==> src/rtl/keypad_scan.sv <==
// 4x4 matrix keypad scanner: drives one active-low column at a time, synchronizes the
// active-low rows, classifies each 4-column frame and debounces presses and releases.
module keypad_scan #(
   parameter int SCAN_DIV = 1000,
   parameter int DEBOUNCE = 4
) (
   input  logic       clk,
   input  logic       rst,
   output logic [3:0] col,
   input  logic [3:0] row,
   output logic [3:0] key_code,
   output logic       key_valid,
   output logic       key_held
);

   localparam int DIV_W = (SCAN_DIV > 1) ? $clog2(SCAN_DIV) : 1;
   localparam int CNT_W = $clog2(DEBOUNCE + 1);
   localparam logic [DIV_W-1:0] DIV_LAST = DIV_W'(SCAN_DIV - 1);
   localparam logic [CNT_W-1:0] CNT_DONE = CNT_W'(DEBOUNCE);
   localparam logic [CNT_W-1:0] CNT_ONE  = CNT_W'(1);
   localparam logic [CNT_W-1:0] CNT_ZERO = CNT_W'(0);
   localparam logic             ONE_SHOT = (DEBOUNCE == 1);

   typedef enum logic [1:0] {
      ST_IDLE        = 2'd0,
      ST_DEB_PRESS   = 2'd1,
      ST_PRESSED     = 2'd2,
      ST_DEB_RELEASE = 2'd3
   } state_t;

   // Bit position col*4+row of the frame vector maps to the printed key legend.
   function automatic logic [3:0] key_map(input logic [3:0] pos);
      logic [3:0] code;
      case (pos)
         4'd0:    code = 4'h1;
         4'd1:    code = 4'h4;
         4'd2:    code = 4'h7;
         4'd3:    code = 4'h0;
         4'd4:    code = 4'h2;
         4'd5:    code = 4'h5;
         4'd6:    code = 4'h8;
         4'd7:    code = 4'hF;
         4'd8:    code = 4'h3;
         4'd9:    code = 4'h6;
         4'd10:   code = 4'h9;
         4'd11:   code = 4'hE;
         4'd12:   code = 4'hA;
         4'd13:   code = 4'hB;
         4'd14:   code = 4'hC;
         4'd15:   code = 4'hD;
         default: code = 4'h0;
      endcase
      return code;
   endfunction

   function automatic logic [3:0] col_drive(input logic [1:0] idx);
      logic [3:0] drv;
      case (idx)
         2'd0:    drv = 4'b1110;
         2'd1:    drv = 4'b1101;
         2'd2:    drv = 4'b1011;
         2'd3:    drv = 4'b0111;
         default: drv = 4'b1110;
      endcase
      return drv;
   endfunction

   function automatic logic [4:0] popcount16(input logic [15:0] v);
      logic [4:0] n;
      n = 5'd0;
      for (int i = 0; i < 16; i++) begin
         n = n + {4'd0, v[i]};
      end
      return n;
   endfunction

   // Only meaningful when exactly one bit is set.
   function automatic logic [3:0] encode16(input logic [15:0] v);
      logic [3:0] code;
      code = 4'h0;
      for (int i = 0; i < 16; i++) begin
         if (v[i]) begin
            code = key_map(4'(i));
         end else begin
            code = code;
         end
      end
      return code;
   endfunction

   logic [3:0]       r_row_meta;
   logic [3:0]       r_row_sync;
   logic [DIV_W-1:0] r_div;
   logic [1:0]       r_col_idx;
   logic [3:0]       r_col;
   logic [15:0]      r_frame;
   state_t           r_state;
   logic [CNT_W-1:0] r_cnt;
   logic [3:0]       r_cand;
   logic [3:0]       r_code;
   logic             r_valid;
   logic             r_held;

   logic             w_div_end;
   logic             w_frame_end;
   logic [3:0]       w_pressed;
   logic [3:0]       w_shift;
   logic [15:0]      w_col_bits;
   logic [15:0]      w_frame_all;
   logic             w_single;
   logic [3:0]       w_code;
   logic             w_match_cand;
   logic             w_match_code;
   logic [CNT_W-1:0] w_cnt_inc;

   state_t           w_state_nxt;
   logic [CNT_W-1:0] w_cnt_nxt;
   logic [3:0]       w_cand_nxt;
   logic [3:0]       w_code_nxt;
   logic             w_valid_nxt;
   logic             w_held_nxt;

   assign w_div_end    = (r_div == DIV_LAST);
   assign w_frame_end  = w_div_end && (r_col_idx == 2'd3);
   assign w_pressed    = ~r_row_sync;
   assign w_shift      = {r_col_idx, 2'b00};
   assign w_col_bits   = {12'h000, w_pressed} << w_shift;
   assign w_frame_all  = r_frame | w_col_bits;
   assign w_single     = (popcount16(w_frame_all) == 5'd1);
   assign w_code       = encode16(w_frame_all);
   assign w_match_cand = w_single && (w_code == r_cand);
   assign w_match_code = w_single && (w_code == r_code);
   assign w_cnt_inc    = r_cnt + CNT_ONE;

   assign col       = r_col;
   assign key_code  = r_code;
   assign key_valid = r_valid;
   assign key_held  = r_held;

   // Two-flop synchronizer for the asynchronous row inputs.
   always_ff @(posedge clk) begin
      if (rst) begin
         r_row_meta <= 4'b1111;
         r_row_sync <= 4'b1111;
      end else begin
         r_row_meta <= row;
         r_row_sync <= r_row_meta;
      end
   end

   // Column divider, column drive and per-frame accumulation of pressed positions.
   always_ff @(posedge clk) begin
      if (rst) begin
         r_div     <= {DIV_W{1'b0}};
         r_col_idx <= 2'd0;
         r_col     <= 4'b1110;
         r_frame   <= 16'h0000;
      end else if (w_div_end) begin
         r_div     <= {DIV_W{1'b0}};
         r_col_idx <= r_col_idx + 2'd1;
         r_col     <= col_drive(r_col_idx + 2'd1);
         if (r_col_idx == 2'd3) begin
            r_frame <= 16'h0000;
         end else begin
            r_frame <= w_frame_all;
         end
      end else begin
         r_div <= r_div + DIV_W'(1);
      end
   end

   // Debounce state and registered outputs.
   always_ff @(posedge clk) begin
      if (rst) begin
         r_state <= ST_IDLE;
         r_cnt   <= CNT_ZERO;
         r_cand  <= 4'h0;
         r_code  <= 4'h0;
         r_valid <= 1'b0;
         r_held  <= 1'b0;
      end else begin
         r_state <= w_state_nxt;
         r_cnt   <= w_cnt_nxt;
         r_cand  <= w_cand_nxt;
         r_code  <= w_code_nxt;
         r_valid <= w_valid_nxt;
         r_held  <= w_held_nxt;
      end
   end

   // Next-state logic; decisions are taken only on the frame-end cycle.
   always_comb begin
      w_state_nxt = r_state;
      w_cnt_nxt   = r_cnt;
      w_cand_nxt  = r_cand;
      w_code_nxt  = r_code;
      w_valid_nxt = 1'b0;
      w_held_nxt  = r_held;
      if (w_frame_end) begin
         case (r_state)
            ST_IDLE: begin
               if (w_single) begin
                  w_cand_nxt = w_code;
                  if (ONE_SHOT) begin
                     w_code_nxt  = w_code;
                     w_valid_nxt = 1'b1;
                     w_held_nxt  = 1'b1;
                     w_cnt_nxt   = CNT_ZERO;
                     w_state_nxt = ST_PRESSED;
                  end else begin
                     w_cnt_nxt   = CNT_ONE;
                     w_state_nxt = ST_DEB_PRESS;
                  end
               end else begin
                  w_state_nxt = ST_IDLE;
               end
            end
            ST_DEB_PRESS: begin
               if (w_match_cand) begin
                  if (w_cnt_inc >= CNT_DONE) begin
                     w_code_nxt  = r_cand;
                     w_valid_nxt = 1'b1;
                     w_held_nxt  = 1'b1;
                     w_cnt_nxt   = CNT_ZERO;
                     w_state_nxt = ST_PRESSED;
                  end else begin
                     w_cnt_nxt = w_cnt_inc;
                  end
               end else if (w_single) begin
                  w_cand_nxt = w_code;
                  w_cnt_nxt  = CNT_ONE;
               end else begin
                  w_cnt_nxt   = CNT_ZERO;
                  w_state_nxt = ST_IDLE;
               end
            end
            ST_PRESSED: begin
               if (w_match_code) begin
                  w_state_nxt = ST_PRESSED;
               end else if (ONE_SHOT) begin
                  w_held_nxt  = 1'b0;
                  w_cnt_nxt   = CNT_ZERO;
                  w_state_nxt = ST_IDLE;
               end else begin
                  w_cnt_nxt   = CNT_ONE;
                  w_state_nxt = ST_DEB_RELEASE;
               end
            end
            ST_DEB_RELEASE: begin
               if (w_match_code) begin
                  w_cnt_nxt   = CNT_ZERO;
                  w_state_nxt = ST_PRESSED;
               end else if (w_cnt_inc >= CNT_DONE) begin
                  w_held_nxt  = 1'b0;
                  w_cnt_nxt   = CNT_ZERO;
                  w_state_nxt = ST_IDLE;
               end else begin
                  w_cnt_nxt = w_cnt_inc;
               end
            end
            default: begin
               w_held_nxt  = 1'b0;
               w_cnt_nxt   = CNT_ZERO;
               w_state_nxt = ST_IDLE;
            end
         endcase
      end else begin
         w_state_nxt = r_state;
      end
   end

endmodule

==> config.mk <==
export PLATFORM = sky130hd
export DESIGN_NAME = keypad_scan
export DESIGN_NICKNAME = d
export VERILOG_FILES = /design/src/rtl/keypad_scan.sv
export SDC_FILE = /design/constraint.sdc
export NUM_CORES = 1
export LEC_CHECK = 0
export ABC_AREA = 1
export BUFFER_PORTS_ARGS = -buffer_cell sky130_fd_sc_hd__buf_2
export CAP_MARGIN = 20
export CORE_UTILIZATION = 65
export DETAILED_ROUTE_END_ITERATION = 12
export GPL_TIMING_DRIVEN = 0
export PLACE_DENSITY = 0.89
export SLEW_MARGIN = 40
export SYNTH_ARGS = -nofsm -noshare
export SYNTH_HDL_FRONTEND = slang
export SYNTH_SLANG_ARGS = --single-unit
==> constraint.sdc <==
create_clock -name clk -period 11.8 [get_ports clk]
set_input_delay 2.36 -clock clk [delete_from_list [all_inputs] [get_ports clk]]
set_output_delay 2.36 -clock clk [all_outputs]
set_load 0.01 [all_outputs]
### Word level (Yosys, flattened, before mapping)

Cells that the tools add are included.

| storage, ports and cells | value |
|---|---|
| register bits after elaboration | 55 |
| bits in latches | 0 |
| bits in writable memories | 0 |
| bits in read-only memories | 0 |
| word-level logic and storage cells | 114 |
| memories kept | 0 |

| operators by class | value |
|---|---|
| add/sub/neg operators | 18 |
| $mul | 0 |
| div/mod/pow operators | 0 |
| order comparisons | 1 |
| eq/ne operators | 21 |
| shift-type cells | 1 |
| muxes and demuxes | 42 |
| bitwise gates (word level) | 5 |
| reductions and logical operators | 14 |

Operators with widths:

| cell | number |
|---|---|
| 2-to-1 mux 4 bit | 17 |
| adder 5 x 1 -> 5 bit | 11 |
| 2-to-1 mux 16 bit | 1 |
| OR 16 bit | 1 |
| case mux 4 bit (4 select lines) | 1 |
| left shift 4 x 4 -> 16 bit | 1 |
| 2-to-1 mux 3 bit | 5 |
| inequality test 2 bit, second input constant | 7 |
| case mux 3 bit (4 select lines) | 1 |
| adder 10 x 1 -> 10 bit, second input constant | 1 |
| equality test 10 bit, second input constant | 1 |
| equality test 2 bit, second input constant | 5 |
| 2-to-1 mux 2 bit | 5 |
| 2-to-1 mux 1 bit | 9 |
| inequality test 3 bit, second input constant | 3 |
| equality test 4 bit | 2 |
| case mux 2 bit (4 select lines) | 1 |
| case mux 4 bit (2 select lines) | 1 |
| AND reduction 4 bit | 2 |
| AND reduction 3 bit | 2 |
| AND reduction 6 bit | 1 |
| adder 4 x 1 -> 5 bit | 1 |
| equality test 5 x 1 -> 1 bit, second input constant | 1 |
| adder 3 x 1 -> 4 bit | 1 |
| 14 further kinds | 21 |

### Depth between registers and ports, before layout

Gate-level depths: netlist (run 1).

| logic depth | value |
|---|---|
| word-level depth | 23 |
| depth in mapped cells | 28 |

### Least setup slack after synthesis (run 1)

OpenSTA, ideal clock, no wires.

| timing | value |
|---|---|
| path kind | register to register |
| from | register r_col_idx[1] |
| to | register r_cnt[1] |
| data arrival time | 5.056 ns |
| required time | 11.691 ns |
| path slack | 6.635 ns |
| stages on the path, launching flop included | 24 |
| buffers on the path | 1 |
| clock period less this slack | 5.165 ns |
| cell sequence | dfxtp_1 inv_2 buf_6 a21oi_1 fa_1 fa_1 fa_1 inv_1 fa_1 ha_1 fa_1 nand3b_1 nor3_1 nand2_1 a21oi_1 o21ai_1 a21oi_1 nand2_1 nor2_2 a21oi_2 nor2_1 nor2_1 nand2_1 inv_1 |

| between the ends | value |
|---|---|
| word-level cells in the longest chain between the ends | 22 |

RTL lines:

| what | line | RTL |
|---|---|---|
| from (decl) | 94 | `logic [1:0] r_col_idx;` |
| from (signal assigned) | 160 | `r_col_idx <= r_col_idx + 2'd1;` |
| parallel branches: the longest is 22 deep, another holds adder 4 x 1 -> 5 bit | - |  |
| to (signal assigned) | 183 | `r_cnt <= w_cnt_nxt;` |
| to (decl) | 98 | `logic [CNT_W-1:0] r_cnt;` |

Several ways; the timed one is not identified.
A chain may end at the register's enable or synchronous reset.

### Worst setup path in the final report (run 1)

Ends and elaborated chain as after synthesis.

==> results.md, run 1 <==
- Delay-heaviest family, CP: adder cells
- Largest net degree at the start of global routing: 19
- Syn_area_per_cell: 7.224 sq um
- GP Congestion: 0.8734
- CP endpoint kind: flip-flop
- Number of remaining DRC errors: 0
- Clock tree buffer depth: 2
- Slew Limit Fails: 0
- Avg WL per Cell: about 12 um
- Max capacitance violation total: 0
- Vias in the first global route: 2513
- Iteration count of the initial detailed-routing pass: 4
- Worst hold path class: flip-flop to flip-flop
- Layout cells sized above 1: 0.1360
- Fin. Hold Viols: 0
- Worst-margin pin slew: 0.7578 ns
- Core Footprint: roughly 4500 sq um
- CP cell instances: inv_2 > buf_6 > a21oi_1 > fa_1 > fa_1 > fa_1 > inv_1 > fa_1 > ha_1 > fa_1 > nand3b_1 > nor3_1 > nand2_1 > a21oi_1 > o21ai_1 > a21oi_1 > nand2_1 > nor2_2 > a21oi_2 > nor2_1 > nor2_1 > nand2_1 > inv_1
- Top post-synthesis cells by area: dfxtp_1 35%, nor2_1 9.6%, nand2_1 9.0%
- Multi-input gate area: 1723 sq um
- Peak Freq: 0.1685 GHz
- Sequential power share: 0.579
- Top FF cell, synth: dfxtp_1
- Layout Nets: roughly 480
- Port bufs: 15
- Outcome: completed
- Max IR drop VDD: 0.08091 mV
- Seq/Total Area, Yosys: 0.3520
- H-tree Lvls: 2
- Total Routing Usage GR: 0.2682
- Global-route wire length before repair: 10840 um
- Yosys warnings: 0
- Bufs and invs on worst path: 4
- Rows: 24
- Final WL: 6109 um
- Most numerous cell in the Yosys netlist: nor2_1
- DRT iter0 DRCs: 161
- Req. time, crit path: ~12 ns
- Post-synth EDFFs: 0
- Sw Pwr: 80.55 uW
- Sink Count: 55
- Most used cell, CP: fa_1
- CTS tree: yes
- Clk slew on worst S/H paths: 0.10 ns
- Share of the synthesized area in the top cell type: 0.3520
- RSZ-0062 raised after global routing: no
- Hold_ws: between 0.4 and 0.5 ns
- Post-DP HPWL: 4638 um
- Setup Buffers After CTS: 0
- Global route overflow: 0
- Clock skew: 0.01410 ns
- Worst-Skew Late Latency: ~0.31 ns
- Post-synth top area cell: dfxtp_1
- Yosys cell types: 36
- Vias/cell: 5.254
- Share of total power in combinational logic: 0.078
- Crit path largest cell delay: 0.63 ns
- Flops & latches, synth: between 50 and 60
- Area of the mapped netlist: 3128 sq um
- Post-CTS resize count: 0
- Die W: 71.37 um
- DIE AREA: about 5000 sq um
- Setup violations, final: 0
- Cts hold-fix bufs: 0
- Fill cells: about 340
- Internal power: roughly 250 uW
- Root buffer cell: clkbuf_8
- Asr flop ratio synth: 0
- Area growth, synth to finish: 7.720%
- Post-synthesis cell count: 433
- Top-Level Pins: 16
- Power per cell area: 96.82 nW/um^2
- Via count: approximately 2700
- Die H: 71.37 um
- Largest fanout on the critical path: 11
- Sw frac: 0.2469
- Shortest period the worst path allows: 5.934 ns
- Slew headroom: 0.4909
- DRT antenna net count: 0
- Worst setup path category: flip-flop to flip-flop
- Starting Density: 0.6991
- Slowest cell on the critical path: nor3_1
- FF+latch area: 1101 sq um
- LEAKAGE: 0.001635 uW
- Setup tns final: 0 ns
- Mapped Nets: 462
- CP Launch Type: flip-flop
- CTS buffer count: 5
- Data arrival, critical path: 6.15 ns
- Initial antenna violation count: 0
- Tcrit/Tclk final: 0.5029
- Power share of the clock group: 0.343
- Antenna Cells: 0
- Post-synth top cells: 80 x nor2_1, 75 x nand2_1, 63 x inv_1, 55 x dfxtp_1, 22 x a21oi_1
[sequential cells by signal, summed over array words and instances (netlist names)]
register	flops
key_valid	1
r_state	2
r_cand	4
r_cnt	3
key_code	4
r_row_meta	4
col	4
key_held	1
r_col_idx	2
r_div	10
r_row_sync	4
r_frame	16
[worst register-to-register path, cell delays in order (launching register included)]
cell	delay, ns
dfxtp_1	0.51
inv_2	0.13
buf_6	0.18
a21oi_1	0.31
fa_1	0.50
fa_1	0.52
fa_1	0.55
inv_1	0.05
fa_1	0.47
ha_1	0.24
fa_1	0.44
nand3b_1	0.17
nor3_1	0.63
nand2_1	0.11
a21oi_1	0.19
o21ai_1	0.09
a21oi_1	0.12
nand2_1	0.09
nor2_2	0.17
a21oi_2	0.11
nor2_1	0.10
nor2_1	0.05
nand2_1	0.09
inv_1	0.04
[path summary, 6_finish.rpt]
check             slack (ns)  cells past startpoint                  endpoint                       from
setup / recovery        5.87                     23     r_cnt[1]$_SDFFE_PP0P_  r_col_idx[1]$_SDFFE_PP0N_
hold / removal          0.42                      1  r_row_sync[2]$_SDFF_PP1_   r_row_meta[2]$_SDFF_PP1_
setup reg to reg        5.87                     23     r_cnt[1]$_SDFFE_PP0P_  r_col_idx[1]$_SDFFE_PP0N_
hold reg to reg         0.42                      1  r_row_sync[2]$_SDFF_PP1_   r_row_meta[2]$_SDFF_PP1_
[per-layer routing]
metal,up-vias,part of all wire,track usage
met2,62,0.48,0.4603
met5,-,0,0
met3,11,0.048,0.04219
met1,1209,0.45,0.3387
li1,1387,-,-
met4,0,0.019,0.1067
[cells by family after synthesis]
kind of cell             after synthesis  share of synthesized area
AND/OR/NAND/NOR                      218                     0.3180
AO/OA/AOI/OAI                         55                     0.1000
XOR/XNOR                               6                    0.01680
buffers and inverters                 76                    0.09720
flip-flops                            55                     0.3520
adder cells (fa/ha/maj)               23                     0.1160
[through the flow]
step	utilization	power [uW]	std cells	setup slack, ns	instance area [sq um]
2_1_floorplan	-	212.1	433	6.635	3128
3_3_place_gp	0.7304	217.6	500	6.019	3268
3_5_place_dp	0.7304	218.4	500	5.957	3268
4_1_cts	0.7531	328.3	508	5.891	3369
5_1_grt	0.7531	339.9	508	5.473	3369
6_report	0.7531	326.2	508	5.866	3369
[placed cells by master (no fill, tap or decap), types with 2 or more instances in the layout]
cell type  synthesis  routed
ha_1              13      13
nand3_1           21      21
dfxtp_1           55      55
o21ai_0           11      11
nand4_1            3       3
nand2_2            8       8
nand2_1           75      75
fa_1              10      10
buf_6              2       2
nor2_4             3       3
a211oi_1           4       4
or2_2              8       8
inv_2              3       3
clkbuf_8           0       6
o21ai_1            6       6
nand3_2            4       4
buf_2              0      15
a21oi_1           22      22
nor2_1            80      80
clkbuf_1           7       7
a21oi_2            3       3
xor2_1             6       6
inv_1             63      63
nor3_1             4       4
nor2_2             5       5
a31oi_1            5       5
[power by group through the flow]
stage                     logic [uW]  registers (uW)  clock network (uW)
after global routing            29.4             189                 121
after floorplan                 19.4             193                   0
after detailed placement        25.4             193                   0
final                           25.6             189                 112
after CTS                       25.5             189                 114
after global placement          24.7             193                   0
[layout make-up]
class / instances / share of cell area
Multi-Input combinational cell: 302 / 0.5113
Sequential cell: 55 / 0.3268
Inverter: 66 / 0.07352
Clock buffer: 6 / 0.02451
Timing Repair Buffer: 15 / 0.02228
Tap cell: 52 / 0.01931
Buffer: 10 / 0.01671
Clock inverter: 2 / 0.005570
Power figures use the tool's default switching activity.
==> inputs of run 2 (changes only) <==
- CORE_UTILIZATION: 65 -> 55
- PLACE_DENSITY: 0.89 -> 0.81
- clock period: 11.8 -> 4.8 ns (I/O delays scaled with it)
==> results.md, run 2 (synthesis results as in run 1) <==
- Shortest period the worst path allows: 5.142 ns
- HP Start: r_row_meta[2]$_SDFF_PP1_
- Final WL: 7209 um
- Reg-to-Reg Start: r_col_idx[0]$_SDFFE_PP0N_
- Hold path depth: 1
- Max capacitance violation total: 0
- Die H: 77.42 um
- Req. time, crit path: 5.02 ns
- LEAKAGE: 0.001759 uW
- GP Congestion: 0.9014
- Fill cells: 416
- Fin area: 3826 sq um
- Starting Density: 0.5681
- CP Launch Type: flip-flop
- H-tree Lvls: 2
- Most used cell, CP: fa_1
- Reg2reg end: r_cnt[1]$_SDFFE_PP0P_
- Tcrit/Tclk final: 1.071
- R2R Setup Slk: -0.34 ns
- Number of remaining DRC errors: 0
- Post-DP HPWL: 4659 um
- Die W: 77.42 um
- Peak Freq: 0.1945 GHz
- RSZ-0062 raised after global routing: yes
- Regs by FF count: r_frame: 16 flops, r_div: 10 flops
- DRT iter0 DRCs: 170
- Data arrival, critical path: about 5.4 ns
- Antenna Cells: 0
- DIE AREA: 5993 sq um
- Top-Level Pins: 16
- Via count: around 2900
- Max FFs per register: 16
- Layout Nets: 505
- CTS buffer count: 5
- Vias/cell: 5.341
- Fin. Hold Viols: 0
- Clk slew on worst S/H paths: 0.11 ns
- FF-to-FF path depth: 25
- Worst-Skew Late Latency: 0.32 ns
- Worst-margin pin slew: ~0.62 ns
- Clock skew: 0.01241 ns
- CP endpoint kind: flip-flop
- Cts hold-fix bufs: 0
- Power per cell area: 218.7 nW/um^2
- Dpl cell area: 3347 sq um
- DRT antenna net count: 0
- Slew headroom: 0.5843
- Sink Count: 55
- Crit path largest cell delay: 0.51 ns
- Max IR drop VDD: 0.2060 mV
- Global-route wire length before repair: 11530 um
- Dpl ws: -0.5225 ns
- Worst setup path category: flip-flop to flip-flop
- Global route overflow: 0
- Iteration count of the initial detailed-routing pass: 5
- Largest net degree at the start of global routing: 19
- Initial antenna violation count: 0
- Hold worst-path end: r_row_sync[2]$_SDFF_PP1_
- Clock tree buffer depth: 2
- Final WS setup: -0.3418 ns
- Worst setup path startpoint: r_col_idx[0]$_SDFFE_PP0N_
- Commonest non-fill, non-tap cell in the layout: nor2_1
- Port bufs: 15
- Bufs and invs on worst path: 4
- Rows: 27
- Most flops, register: r_frame
- Largest fanout on the critical path: 4
- Slowest cell on the critical path: fa_1
- Total Routing Usage GR: 0.2407
- Worst hold path class: flip-flop to flip-flop
- CTS tree: yes
- Avg WL per Cell: about 13 um
- Layout cells sized above 1: 0.2516
- Slew Limit Fails: 0
- Core Footprint: 5507 sq um
- Root buffer cell: clkbuf_8
- Delay-heaviest family, CP: adder cells
- Vias in the first global route: between 2000 and 3000
- Number of cells on the critical path: 25
- Outcome: complete, but fails checks
- Commonest cells after routing, fill and taps aside: 72 x nor2_1, 65 x nand2_1, 59 x inv_1, 53 x dfxtp_1, 19 x a21oi_1
- Failing checks: setup timing
- Setup violations, final: 11
- Area growth, synth to finish: 22.32%
==> run 2: cell count changes in the layout (fill, tap and decap cells not counted), moves of 4 or more <==
cell / before / now
buf_4: 1 / 15
inv_1: 63 / 59
nand2_1: 75 / 65
nand2_2: 8 / 15
nand3_1: 21 / 16
nor2_1: 80 / 72
nor2_4: 3 / 9
==> run 2: worst max path at each step <==
| stage | end | slack [ns] |
|---|---|---|
| 6_report | r_cnt[1]$_SDFFE_PP0P_ | -0.34 |
| 3_3_place_gp | r_cnt[1]$_SDFFE_PP0P_ | -0.41 |
| 4_1_cts | r_cnt[1]$_SDFFE_PP0P_ | -0.32 |
| 3_5_place_dp | r_cnt[1]$_SDFFE_PP0P_ | -0.52 |
| 5_1_grt | r_cnt[1]$_SDFFE_PP0P_ | -0.60 |
| 2_1_floorplan | r_cnt[1]$_SDFFE_PP0P_ | -0.02 |
==> run 2: per-stage QoR <==
step / cells / hold slack [ns] / setup TNS (ns) / total power (uW) / utilization
after global routing: 549 / 0.4436 / -4.998 / 860.4 / 0.6948
after global placement: 520 / 0.3914 / -2.728 / 538.0 / 0.6078
after detailed placement: 520 / 0.3932 / -3.720 / 540.2 / 0.6078
after CTS: 543 / 0.4185 / -1.486 / 823.2 / 0.6601
final: 549 / 0.4137 / -2.028 / 836.9 / 0.6948
after floorplan: 433 / 0.3895 / -0.03760 / 524.2 / -
==> run 2: report_power, final <==
part / switching [uW] / total (uW) / internal [uW]
combinational: 52.9 / 85.4 / 32.5
clock: 166 / 288 / 122
sequential: 2.92 / 463 / 460
==> run 2: repair_timing <==
action                                  in CTS  in global routing
resized for setup                           16                 38
cloned                                       1                  0
setup buffers                               14                  6
endpoints found under the setup margin      15                 15
hold endpoints to repair                     0                  0
pin swaps                                   19                 16
==> run 2: layer usage <==
| metal | track usage | part of all wire | vias up |
|---|---|---|---|
| met5 | 0 | 0 | - |
| met2 | 0.4204 | 0.50 | 101 |
| met4 | 0.07547 | 0.016 | 0 |
| li1 | - | - | 1440 |
| met1 | 0.3064 | 0.44 | 1378 |
| met3 | 0.03176 | 0.050 | 13 |
==> run 2: worst reg2reg max path, delay by kind of cell (launching register included) <==
family / cells / cell delay (ns)
AND/OR/NAND/NOR: 11 / 1.30
buffers and inverters: 4 / 0.26
adder cells (fa/ha/maj): 6 / 2.60
AO/OA/AOI/OAI: 4 / 0.54
flip-flops: 1 / 0.37
==> run 2: area by class of cell <==
| type | count | area [sq um] | share of cell area |
|---|---|---|---|
| buffer | 10 | 76.32 | 0.01995 |
| sequential | 55 | 1109 | 0.2897 |
| clock buffer | 6 | 82.58 | 0.02158 |
| multi-input combinational | 303 | 1936 | 0.5059 |
| tap | 72 | 90.09 | 0.02354 |
| inverter | 66 | 260.3 | 0.06802 |
| clock inverter | 2 | 20.02 | 0.005232 |
| timing repair buffer | 35 | 252.7 | 0.06606 |
